**src/rtl/ctrl_pkg.sv**
```systemverilog
// rtl/ctrl_pkg.sv - shared types and encodings for the multi-cycle CPU controller.
// Optional MUL/DIV decode is enabled by defining MULDIV_EN.
package ctrl_pkg;

  typedef enum logic [3:0] {
    S_FETCH, S_DECODE, S_EXEC, S_WB, S_MEM_RD, S_LD_WB,
    S_ST_SETUP, S_ST_PULSE, S_ST_HOLD, S_BR, S_JMP, S_TRAP
  } state_t;

  typedef enum logic [2:0] {CL_ALU, CL_LD, CL_SD, CL_BR, CL_JAL, CL_ILL} iclass_t;

  localparam logic [6:0] OPC_OPIMM  = 7'b0010011;
  localparam logic [6:0] OPC_OP     = 7'b0110011;
  localparam logic [6:0] OPC_LUI    = 7'b0110111;
  localparam logic [6:0] OPC_LOAD   = 7'b0000011;
  localparam logic [6:0] OPC_STORE  = 7'b0100011;
  localparam logic [6:0] OPC_BRANCH = 7'b1100011;
  localparam logic [6:0] OPC_JAL    = 7'b1101111;

  localparam logic [2:0] F3_ADD = 3'b000;
  localparam logic [2:0] F3_SLL = 3'b001;
  localparam logic [2:0] F3_XOR = 3'b100;
  localparam logic [2:0] F3_SRL = 3'b101;
  localparam logic [2:0] F3_OR  = 3'b110;
  localparam logic [2:0] F3_AND = 3'b111;
  localparam logic [2:0] F3_DW  = 3'b011;
  localparam logic [2:0] F3_BEQ = 3'b000;
  localparam logic [2:0] F3_BNE = 3'b001;
  localparam logic [2:0] F3_MUL = 3'b000;
  localparam logic [2:0] F3_DIV = 3'b100;

  localparam logic [6:0] F7_BASE   = 7'b0000000;
  localparam logic [6:0] F7_ALT    = 7'b0100000;
  localparam logic [6:0] F7_MULDIV = 7'b0000001;

  // ALU codes keep the first-generation 8-bit numbering
  localparam logic [7:0] OP_ADD = 8'd0;
  localparam logic [7:0] OP_SUB = 8'd1;
  localparam logic [7:0] OP_SLL = 8'd2;
  localparam logic [7:0] OP_XOR = 8'd5;
  localparam logic [7:0] OP_SRL = 8'd6;
  localparam logic [7:0] OP_OR  = 8'd8;
  localparam logic [7:0] OP_AND = 8'd9;
  localparam logic [7:0] OP_LUI = 8'd11;
  localparam logic [7:0] OP_MUL = 8'd12;
  localparam logic [7:0] OP_DIV = 8'd13;

  localparam logic [1:0] PC_BRANCH = 2'b01;
  localparam logic [1:0] PC_JUMP   = 2'b10;
  localparam logic [1:0] RD_RAM    = 2'b01;
  localparam logic [1:0] RD_ALU    = 2'b10;
  localparam logic [1:0] RD_LINK   = 2'b11;
  localparam logic [1:0] OP2_RS2   = 2'b00;
  localparam logic [1:0] OP2_IMM_U = 2'b01;
  localparam logic [1:0] OP2_IMM_I = 2'b10;

endpackage

```
**src/rtl/ctrl_decode.sv**
```systemverilog
// rtl/ctrl_decode.sv - combinational instruction classifier for ctrl_fsm.
// MUL/DIV are accepted only when MULDIV_EN is defined.
module ctrl_decode
  import ctrl_pkg::*;
(
  input  logic [31:0] instr,
  output iclass_t     iclass,
  output logic [7:0]  alu_op,
  output logic [1:0]  op2_dir,
  output logic        branch_ne
);

  logic [6:0] opc;
  logic [2:0] f3;
  logic [6:0] f7;
  logic       unused_fields;

  assign opc = instr[6:0];
  assign f3  = instr[14:12];
  assign f7  = instr[31:25];
  assign unused_fields = ^{instr[24:15], instr[11:7]};

  always_comb begin
    iclass    = CL_ILL;
    alu_op    = OP_ADD;
    op2_dir   = OP2_RS2;
    branch_ne = 1'b0;
    if (opc == OPC_OPIMM && f3 == F3_ADD) begin
      iclass  = CL_ALU;
      op2_dir = OP2_IMM_I;
    end else if (opc == OPC_OP && f7 == F7_BASE) begin
      iclass = CL_ALU;
      case (f3)
        F3_ADD:  alu_op = OP_ADD;
        F3_SLL:  alu_op = OP_SLL;
        F3_XOR:  alu_op = OP_XOR;
        F3_SRL:  alu_op = OP_SRL;
        F3_OR:   alu_op = OP_OR;
        F3_AND:  alu_op = OP_AND;
        default: iclass = CL_ILL;
      endcase
    end else if (opc == OPC_OP && f7 == F7_ALT && f3 == F3_ADD) begin
      iclass = CL_ALU;
      alu_op = OP_SUB;
`ifdef MULDIV_EN
    end else if (opc == OPC_OP && f7 == F7_MULDIV && (f3 == F3_MUL || f3 == F3_DIV)) begin
      iclass = CL_ALU;
      alu_op = (f3 == F3_MUL) ? OP_MUL : OP_DIV;
`endif
    end else if (opc == OPC_LUI) begin
      iclass  = CL_ALU;
      alu_op  = OP_LUI;
      op2_dir = OP2_IMM_U;
    end else if (opc == OPC_LOAD && f3 == F3_DW) begin
      iclass = CL_LD;
    end else if (opc == OPC_STORE && f3 == F3_DW) begin
      iclass = CL_SD;
    end else if (opc == OPC_BRANCH && (f3 == F3_BEQ || f3 == F3_BNE)) begin
      iclass    = CL_BR;
      alu_op    = OP_SUB;
      branch_ne = (f3 == F3_BNE);
    end else if (opc == OPC_JAL) begin
      iclass = CL_JAL;
    end
  end

endmodule

```
**src/rtl/ctrl_fsm.sv**
```systemverilog
// rtl/ctrl_fsm.sv - multi-cycle fetch/decode/execute/memory/write-back controller.
// Defining MULDIV_EN lets the decoder accept MUL and DIV.
module ctrl_fsm
  import ctrl_pkg::*;
#(
  parameter int OP_W        = 8,
  parameter int WR_SETUP    = 1,
  parameter int WR_PULSE    = 1,
  parameter int MEM_TIMEOUT = 15
) (
  input  logic            clk,
  input  logic            rst,
  input  logic [31:0]     instr,
  input  logic            ram_ready,
  input  logic            alu_zero,
  output logic            ram_cs,
  output logic            ram_we,
  output logic            ram_oe,
  output logic            pc_en,
  output logic [1:0]      pc_in_dir,
  output logic            pc_sign,
  output logic            ir_en,
  output logic            reg_en,
  output logic            reg_we,
  output logic [1:0]      reg_in_dir,
  output logic            alu_en,
  output logic [OP_W-1:0] alu_op,
  output logic [1:0]      op2_dir,
  output logic            illegal,
  output logic            bus_err
);

  localparam logic [7:0] TMO_LAST   = 8'(MEM_TIMEOUT - 1);
  localparam logic [7:0] SETUP_LAST = 8'(WR_SETUP - 1);
  localparam logic [7:0] PULSE_LAST = 8'(WR_PULSE - 1);

  state_t     state, state_nxt;
  logic [7:0] wait_cnt;
  iclass_t    dec_class, cls_q;
  logic [7:0] dec_op, op_q;
  logic [1:0] dec_op2, op2_q;
  logic       dec_ne, ne_q;
  logic       illegal_q, bus_err_q;

  ctrl_decode u_decode (
    .instr     (instr),
    .iclass    (dec_class),
    .alu_op    (dec_op),
    .op2_dir   (dec_op2),
    .branch_ne (dec_ne)
  );

  always_comb begin
    state_nxt = state;
    case (state)
      S_FETCH:    if (ram_ready) state_nxt = S_DECODE;
                  else if (wait_cnt == TMO_LAST) state_nxt = S_TRAP;
      S_DECODE: begin
        case (dec_class)
          CL_ALU, CL_BR: state_nxt = S_EXEC;
          CL_LD:         state_nxt = S_MEM_RD;
          CL_SD:         state_nxt = S_ST_SETUP;
          CL_JAL:        state_nxt = S_JMP;
          default:       state_nxt = S_TRAP;
        endcase
      end
      S_EXEC:     state_nxt = (cls_q == CL_BR) ? S_BR : S_WB;
      S_MEM_RD:   if (ram_ready) state_nxt = S_LD_WB;
                  else if (wait_cnt == TMO_LAST) state_nxt = S_TRAP;
      S_ST_SETUP: if (wait_cnt == SETUP_LAST) state_nxt = S_ST_PULSE;
      S_ST_PULSE: if (wait_cnt == PULSE_LAST) state_nxt = S_ST_HOLD;
      S_WB, S_LD_WB, S_ST_HOLD, S_BR, S_JMP: state_nxt = S_FETCH;
      default:    state_nxt = state;
    endcase
  end

  // Decoder results are captured in DECODE so later changes on instr are ignored
  always_ff @(posedge clk or posedge rst) begin
    if (rst) begin
      state     <= S_FETCH;
      wait_cnt  <= 8'd0;
      cls_q     <= CL_ILL;
      op_q      <= 8'd0;
      op2_q     <= 2'b00;
      ne_q      <= 1'b0;
      illegal_q <= 1'b0;
      bus_err_q <= 1'b0;
    end else begin
      state <= state_nxt;
      if (state_nxt != state)   wait_cnt <= 8'd0;
      else if (wait_cnt != 8'hFF) wait_cnt <= wait_cnt + 8'd1;
      if (state == S_DECODE) begin
        cls_q <= dec_class;
        op_q  <= dec_op;
        op2_q <= dec_op2;
        ne_q  <= dec_ne;
        if (state_nxt == S_TRAP) illegal_q <= 1'b1;
      end
      if ((state == S_FETCH || state == S_MEM_RD) && state_nxt == S_TRAP) bus_err_q <= 1'b1;
    end
  end

  // Outputs are forced low while rst is held so a store aborts immediately
  always_comb begin
    ram_cs     = 1'b0;
    ram_we     = 1'b0;
    ram_oe     = 1'b0;
    pc_en      = 1'b0;
    pc_in_dir  = 2'b00;
    pc_sign    = 1'b0;
    ir_en      = 1'b0;
    reg_en     = 1'b0;
    reg_we     = 1'b0;
    reg_in_dir = 2'b00;
    alu_en     = 1'b0;
    alu_op     = '0;
    op2_dir    = 2'b00;
    illegal    = illegal_q;
    bus_err    = bus_err_q;
    if (!rst) begin
      case (state)
        S_FETCH: begin
          ram_cs = 1'b1;
          ram_oe = 1'b1;
          pc_en  = ram_ready;
        end
        S_DECODE: ir_en = 1'b1;
        S_EXEC: begin
          alu_en  = 1'b1;
          alu_op  = OP_W'(op_q);
          op2_dir = op2_q;
        end
        S_WB: begin
          reg_en     = 1'b1;
          reg_we     = 1'b1;
          reg_in_dir = RD_ALU;
        end
        S_MEM_RD: begin
          ram_cs = 1'b1;
          ram_oe = 1'b1;
        end
        S_LD_WB: begin
          reg_en     = 1'b1;
          reg_we     = 1'b1;
          reg_in_dir = RD_RAM;
        end
        S_ST_SETUP, S_ST_HOLD: ram_we = 1'b1;
        S_ST_PULSE: begin
          ram_we = 1'b1;
          ram_cs = 1'b1;
        end
        S_BR: begin
          if (ne_q ? !alu_zero : alu_zero) begin
            pc_en     = 1'b1;
            pc_in_dir = PC_BRANCH;
            pc_sign   = 1'b1;
          end
        end
        S_JMP: begin
          reg_en     = 1'b1;
          reg_we     = 1'b1;
          reg_in_dir = RD_LINK;
          pc_en      = 1'b1;
          pc_in_dir  = PC_JUMP;
          pc_sign    = 1'b1;
        end
        default: ;
      endcase
    end
  end

endmodule

```
**config.mk**
```make
export PLATFORM = sky130hd
export DESIGN_NAME = ctrl_fsm
export DESIGN_NICKNAME = d
export VERILOG_FILES = /design/src/rtl/ctrl_pkg.sv /design/src/rtl/ctrl_decode.sv /design/src/rtl/ctrl_fsm.sv
export SDC_FILE = /design/constraint.sdc
export NUM_CORES = 1
export LEC_CHECK = 0
export BUFFER_PORTS_ARGS = -buffer_cell sky130_fd_sc_hd__buf_4
export CAP_MARGIN = 25
export CORE_MARGIN = 8
export CORE_UTILIZATION = 55
export DETAILED_ROUTE_END_ITERATION = 10
export GPL_TIMING_DRIVEN = 1
export PLACE_DENSITY = 0.9
export SLEW_MARGIN = 20
export SYNTH_ARGS = -nofsm -noshare
export SYNTH_HDL_FRONTEND = slang
export SYNTH_HIERARCHICAL = 1
export SYNTH_SLANG_ARGS = --single-unit
```
**constraint.sdc**
```tcl
create_clock -name clk -period 6.3 [get_ports clk]
set_input_delay 0.63 -clock clk [delete_from_list [all_inputs] [get_ports clk]]
set_output_delay 0.63 -clock clk [all_outputs]
set_load 0.01 [all_outputs]
```
==> results of run 1 <==
==> through the flow <==
stage | power [mW] | util (%) | instances
2_1_floorplan | 0.201 | - | 236
3_3_place_gp | 0.216 | 66.3 | 313
3_5_place_dp | 0.217 | 66.3 | 313
4_1_cts | 0.358 | 68.2 | 317
5_1_grt | 0.366 | 68.2 | 317
6_report | 0.353 | 68.2 | 317
==> sequential cells by signal, indices dropped and copies added, names as in the netlist <==
register / cells
op_q: 8
wait_cnt: 8
state: 4
cls_q: 3
op2_q: 2
bus_err: 1
illegal: 1
ne_q: 1
==> layer usage <==
metal / vias up / wire length [µm] / global-route usage, %
met5: - / 0 / 0
met4: 0 / 69 / 4.72
met3: 8 / 333 / 4.49
met2: 75 / 2510 / 28.8
met1: 859 / 2130 / 19.8
li1: 922 / - / -
==> worst max-delay path by stage <==
stage | to | depth (start not counted) | slack, ps
floorplan | wait_cnt[3] | 9 | 3590
global placement | wait_cnt[3] | 10 | 3150
detailed placement | wait_cnt[4] | 10 | 3120
CTS | alu_op[0] | 4 | 3230
global route | alu_op[0] | 4 | 3050
finish | alu_op[0] | 4 | 3250
==> where the power goes <==
group | switching, mW | leakage, nW | total, mW | internal (mW)
clock network | 0.0546 | 0.0357 | 0.140 | 0.0850
logic | 0.0164 | 0.720 | 0.0310 | 0.0146
registers | 0.00101 | 0.337 | 0.183 | 0.182
==> worst max-delay path, delay by kind of cell (launching register included) <==
family        cells  cell delay [ps]
buf+inv           1              130
simple gates      3             1430
flops             1              600
==> layout by cell type, fill, tap and decap left out, types with 5 or more instances in the layout <==
cell	synthesis	layout
sky130_fd_sc_hd__buf_4	5	46
sky130_fd_sc_hd__dfrtp_1	26	26
sky130_fd_sc_hd__nor2_1	16	16
sky130_fd_sc_hd__mux2_2	14	14
sky130_fd_sc_hd__nand2_1	13	13
sky130_fd_sc_hd__nor3_1	13	13
sky130_fd_sc_hd__and2_1	11	11
sky130_fd_sc_hd__o21ai_0	9	9
sky130_fd_sc_hd__a21oi_1	9	9
sky130_fd_sc_hd__nor4_1	8	8
sky130_fd_sc_hd__nand3_1	8	8
sky130_fd_sc_hd__inv_1	8	8
sky130_fd_sc_hd__or2_2	5	5
==> layout make-up <==
cell class | instances | area [µm²]
fill | 305 | 1150
multi-input combinational | 183 | 1270
clock inverter | 1 | 30.0
clock buffer | 3 | 41.3
timing repair buffer | 46 | 345
inverter | 8 | 30.0
sequential | 28 | 703
tap | 48 | 60.1
==> cells in the mapped netlist, types with 4 or more instances <==
| cell type | n | area (µm²) |
|---|---|---|
| sky130_fd_sc_hd__a21oi_1 | 9 | 45.0 |
| sky130_fd_sc_hd__and2_1 | 11 | 68.8 |
| sky130_fd_sc_hd__buf_4 | 5 | 37.5 |
| sky130_fd_sc_hd__clkbuf_1 | 8 | 30.0 |
| sky130_fd_sc_hd__dfrtp_1 | 26 | 651 |
| sky130_fd_sc_hd__inv_1 | 8 | 30.0 |
| sky130_fd_sc_hd__mux2_2 | 14 | 158 |
| sky130_fd_sc_hd__nand2_1 | 13 | 48.8 |
| sky130_fd_sc_hd__nand2b_1 | 4 | 25.0 |
| sky130_fd_sc_hd__nand3_1 | 8 | 40.0 |
| sky130_fd_sc_hd__nand3b_1 | 4 | 30.0 |
| sky130_fd_sc_hd__nor2_1 | 16 | 60.1 |
| sky130_fd_sc_hd__nor3_1 | 13 | 65.1 |
| sky130_fd_sc_hd__nor4_1 | 8 | 50.1 |
| sky130_fd_sc_hd__o21a_1 | 4 | 30.0 |
| sky130_fd_sc_hd__o21ai_0 | 9 | 45.0 |
| sky130_fd_sc_hd__or2_2 | 5 | 31.3 |
| sky130_fd_sc_hd__xnor2_1 | 4 | 35.0 |
==> logic make-up after synthesis <==
kind of cell	share of synthesized area, %
AND/OR/NAND/NOR	34.1
multiplexers	8.56
flip-flops	33.9
other	0.181
AO/OA/AOI/OAI	13.9
XOR/XNOR	2.11
buffers and inverters	5.55
adder cells (fa/ha/maj)	1.81
==> run_results.csv, run 1 <==
group,metric,value,unit
outcome,outcome,"finished, final reports clean",
floorplan,floorplan.io_pins,61,
clock_tree,tritoncts,"yes",
sta,finalSetupViolCount,0,
worst_hold_path,worst_hold_startpoint,"bus_err",
drt,route.antenna.remaining_nets,0,
floorplan,core_area,3630,µm²
drt,dr.first_iter.drc_count,200,
sta,clock.fmax,328,MHz
synth,post_synth_inst_count,233,
sta,hold_viol_final,0,
placed_design,dpl_cell_area,2410,µm²
clock_tree,cts_htree_levels,1,
worst_setup_path,timing.critical_path.to_type,"output pin",
worst_setup_path,critical_path.max_stage_delay,720,ps
sta,slew_violations,0,
placed_design,hpwl_after_dpl,3.69,mm
grt,grt_pass1_vias,1832,
grt,grt.total_usage,16.7,%
sta,period_share,48.4,%
finish,syn2layout_area_growth,19.4,%
drt,vias,1864,
sta,rsz0062_at_grt,"no",
clock_tree,cts-buffers-inserted,3,
synth,ys_dominant_reg_cell,"sky130_fd_sc_hd__dfrtp_1",
floorplan,num_rows,22,
synth,ys_seq_elements,28,
synth,syn-mean-instance-area,8.91,µm²
drt,dr_drc_count,0,
sta,worst_setup_slack_after_layout,3250,ps
clock_tree,cts_post_setup_buffers_inserted,0,
synth,synth-warning-count,6,
floorplan,die_x,77.4,µm
sta,fin_skew,7.31,ps
worst_hold_path,holdCritPathClass,"register to register",
worst_setup_path,cp_data_arrival_time,2420,ps
synth,netlist-cell-type-count,60,
worst_setup_path,critical_path.max_fanout,19,
placed_design,placement.setup.worst_slack,3120,ps
worst_setup_path,critical-path-slowest-cell,"sky130_fd_sc_hd__or4b_2",
worst_setup_path,cp-start-kind,"register",
clock_tree,clockRootBuffer,"sky130_fd_sc_hd__clkbuf_8",
floorplan,initial_core_util,57.1,%
grt,grt_first_pass_wirelength,8.53,mm
worst_hold_path,hold_path_end,"bus_err",
drt,final_routed_wirelength_across_all_metal_layers,5.04,mm
placed_design,finalWeightedCongestion,0.957,
worst_hold_path,worstHoldPathCells,1,
worst_setup_path,reg2reg_setup_slack,3810,ps
finish,design_area,2480,µm²
worst_setup_path,timing.reg2reg.worst_path_depth,5,
clock_tree,post_cts_resize_count,0,
floorplan,fp.dieH,77.4,µm
worst_setup_path,crit-reg2reg-capture,"wait_cnt[4]",
job,cap_viol_max_count,0,
synth,synth_enable_flop_cells,0,
pwr,total_leakage_power,1.09,nW
pwr,max-vdd-ir-drop,0.138,mV
finish,layout-drive-gt1-share,32.7,%
finish,antenna_cells_inserted,0,
grt,gr-total-overflow,0,
grt,grt_antenna_before_repair,0,
sta,hold-worst-slack,487,ps
worst_setup_path,worst_flop_to_flop_path_startpoint,"state[3]",
drt,first_drt_pass_iteration_count,4,
worst_setup_path,timing.critical_path.from,"state[3]",
pwr,pwr_density_cell,143,nW/µm²
clock_tree,clockBufferDepth,2,
worst_setup_path,worst_ep_required_time,5670,ps
drt,wl_per_cell,15.9,µm
clock_tree,cts-hold-fix-buffers,0,
finish,nNetsFinal,309,
drt,via_per_inst,5.88,
clock_tree,worst_skew_pair.late_latency,270,ps
floorplan,die-area,6000,µm²
synth,synth_seq_area_share,33.9,%
sta,maxSlewHeadroom,52.0,%
synth,synth_area,2080,µm²
sta,layout_min_cycle_time,3050,ps
clock_tree,clk_pin_slew,100,ps
clock_tree,cts.sink_count,28,
sta,tightestPinTransition,720,ps
grt,largest_net_degree_at_the_start_of_global_routing,29,
worst_setup_path,crit_chain,"or4b_2, nor2_1, and2_1, buf_4",
synth,synthArstFlopShare,100,%
sta,finalSetupTns,0,ps
placed_design,port_buffers,45,
worst_setup_path,timing.setup.critical_path_class,"register to output pin",
No activity file was read; power rests on OpenSTA's default activity.
==> run 2: changes to the inputs <==
--- a/config.mk
+++ b/config.mk
@@ -8,10 +8,10 @@
 export BUFFER_PORTS_ARGS = -buffer_cell sky130_fd_sc_hd__buf_4
 export CAP_MARGIN = 25
 export CORE_MARGIN = 8
-export CORE_UTILIZATION = 55
+export CORE_UTILIZATION = 52
 export DETAILED_ROUTE_END_ITERATION = 10
 export GPL_TIMING_DRIVEN = 1
-export PLACE_DENSITY = 0.9
+export PLACE_DENSITY = 0.86
 export SLEW_MARGIN = 20
 export SYNTH_ARGS = -nofsm -noshare
 export SYNTH_HDL_FRONTEND = slang
==> constraint.sdc (replaced) <==
create_clock -name clk -period 3.1 [get_ports clk]
set_input_delay 0.31 -clock clk [delete_from_list [all_inputs] [get_ports clk]]
set_output_delay 0.31 -clock clk [all_outputs]
set_load 0.01 [all_outputs]
==> run_results.csv, run 2 (same netlist as run 1, synthesis figures left out) <==
group,metric,value,unit
drt,via_per_inst,6.04,
finish,antenna_cells_inserted,0,
floorplan,die-area,6270,µm²
clock_tree,cts_post_setup_buffers_inserted,0,
worst_setup_path,crit-reg2reg-capture,"wait_cnt[7]",
finish,most_common_library_cell_in_the_layout_ignoring_fill_and_taps,"sky130_fd_sc_hd__buf_4",
clock_tree,cts-buffers-inserted,3,
sta,tightestPinTransition,698,ps
floorplan,fp.dieH,79.2,µm
grt,gr-total-overflow,0,
clock_tree,clockBufferDepth,2,
pwr,max-vdd-ir-drop,0.169,mV
placed_design,port_buffers,45,
floorplan,die_x,79.2,µm
floorplan,core_area,3910,µm²
finish,register_area,703,µm²
grt,grt_pass1_vias,1965,
sta,hold_viol_final,0,
sta,fin_skew,1.83,ps
sta,period_share,87.6,%
placed_design,hpwl_after_dpl,3.81,mm
pwr,pwr_density_cell,286,nW/µm²
clock_tree,post_cts_resize_count,0,
drt,vias,1964,
grt,grt_first_pass_wirelength,9.03,mm
worst_setup_path,cp_data_arrival_time,2410,ps
grt,grt_antenna_before_repair,0,
clock_tree,worst_skew_pair.late_latency,270,ps
sta,rsz0062_at_grt,"no",
clock_tree,clk_pin_slew,100,ps
worst_setup_path,worst_ep_required_time,2790,ps
drt,dr_drc_count,0,
finish,most-common-layout-cells,"sky130_fd_sc_hd__buf_4, sky130_fd_sc_hd__dfrtp_1, sky130_fd_sc_hd__nor2_1",
placed_design,finalWeightedCongestion,0.878,
floorplan,initial_core_util,53.0,%
sta,clock.fmax,368,MHz
worst_setup_path,reg2reg_setup_slack,720,ps
drt,dr.first_iter.drc_count,163,
finish,nNetsFinal,315,
finish,syn2layout_area_growth,21.7,%
worst_setup_path,worst_flop_to_flop_path_startpoint,"wait_cnt[5]",
worst_setup_path,timing.reg2reg.worst_path_depth,5,
sta,finalSetupTns,0,ps
drt,final_routed_wirelength_across_all_metal_layers,5.10,mm
drt,wl_per_cell,15.7,µm
job,cap_viol_max_count,0,
sta,layout_min_cycle_time,2720,ps
clock_tree,cts_htree_levels,1,
finish,multi_input_area,1270,µm²
clock_tree,tritoncts,"yes",
finish,fin_util,64.5,%
drt,first_drt_pass_iteration_count,5,
finish,layout-drive-gt1-share,34.2,%
clock_tree,clockRootBuffer,"sky130_fd_sc_hd__clkbuf_8",
worst_setup_path,timing.critical_path.to_type,"output pin",
clock_tree,cts.sink_count,28,
finish,post_layout_nonfiller_instances,325,
outcome,outcome,"finished, final reports clean",
sta,slew_violations,0,
worst_setup_path,timing.setup.critical_path_class,"register to output pin",
worst_hold_path,holdCritPathClass,"input pin to asynchronous set/reset pin",
sta,finalSetupViolCount,0,
sta,hold-worst-slack,180,ps
placed_design,place.detailed.instances,321,
pwr,total_leakage_power,1.12,nW
clock_tree,cts-hold-fix-buffers,0,
floorplan,num_rows,23,
floorplan,floorplan.io_pins,61,
finish,largest_registers,"op_q: 8 flops, wait_cnt: 8 flops, state: 4 flops",
drt,route.antenna.remaining_nets,0,
finish,filler_cell_count,344,
worst_setup_path,cp-start-kind,"register",
grt,grt.total_usage,17.1,%
sta,maxSlewHeadroom,53.3,%
grt,largest_net_degree_at_the_start_of_global_routing,29,
worst_setup_path,critical_path.max_fanout,11,
run 2: cell count changes in the layout (fill, tap and decap cells not counted):
cell and change:
sky130_fd_sc_hd__buf_4 +6
run 2: power by group:
group | total [mW] | switching, mW | internal, mW | leakage (nW)
logic | 0.0628 | 0.0330 | 0.0299 | 0.746
registers | 0.372 | 0.00211 | 0.370 | 0.337
clock network | 0.288 | 0.115 | 0.173 | 0.0357
run 2: worst max path at each step:
stage                   start          end  slack, ps  depth (start not counted)
floorplan           instr[12]  wait_cnt[3]        710                          9
global placement    instr[26]  wait_cnt[3]        370                         10
detailed placement  instr[26]  wait_cnt[4]        290                         10
CTS                  state[3]    alu_op[7]        390                          4
global route         state[3]    alu_op[3]        250                          4
finish               state[3]    alu_op[7]        380                          4
run 2: routing by layer:
metal / global-route usage [%] / vias to the layer above / share of wire (%)
li1: - / 937 / -
met1: 20.7 / 959 / 43
met2: 28.8 / 62 / 50
met3: 3.72 / 6 / 6.3
met4: 6.67 / 0 / 1.1
met5: 0 / - / 0
run 2: metrics by stage:
step	area [µm²]	total power, mW	setup WS (ps)
6_report	2530	0.722	384
2_1_floorplan	2090	0.408	711
4_1_cts	2530	0.729	391
3_3_place_gp	2450	0.439	366
5_1_grt	2530	0.750	253
3_5_place_dp	2450	0.441	294
run 2: area by class of cell:
type | count | area share, %
Sequential cell | 28 | 27.8
Clock buffer | 3 | 1.63
Timing Repair Buffer | 52 | 15.5
Inverter | 8 | 1.19
Multi-Input combinational cell | 183 | 50.2
Tap cell | 50 | 2.48
Clock inverter | 1 | 1.19
run 2: worst max-delay path, cell delays in order (launching register included):
cell and delay (ps):
sky130_fd_sc_hd__dfrtp_1 490, sky130_fd_sc_hd__or4b_2 700, sky130_fd_sc_hd__nor2_1 570, sky130_fd_sc_hd__and2_1 240
sky130_fd_sc_hd__buf_4 130
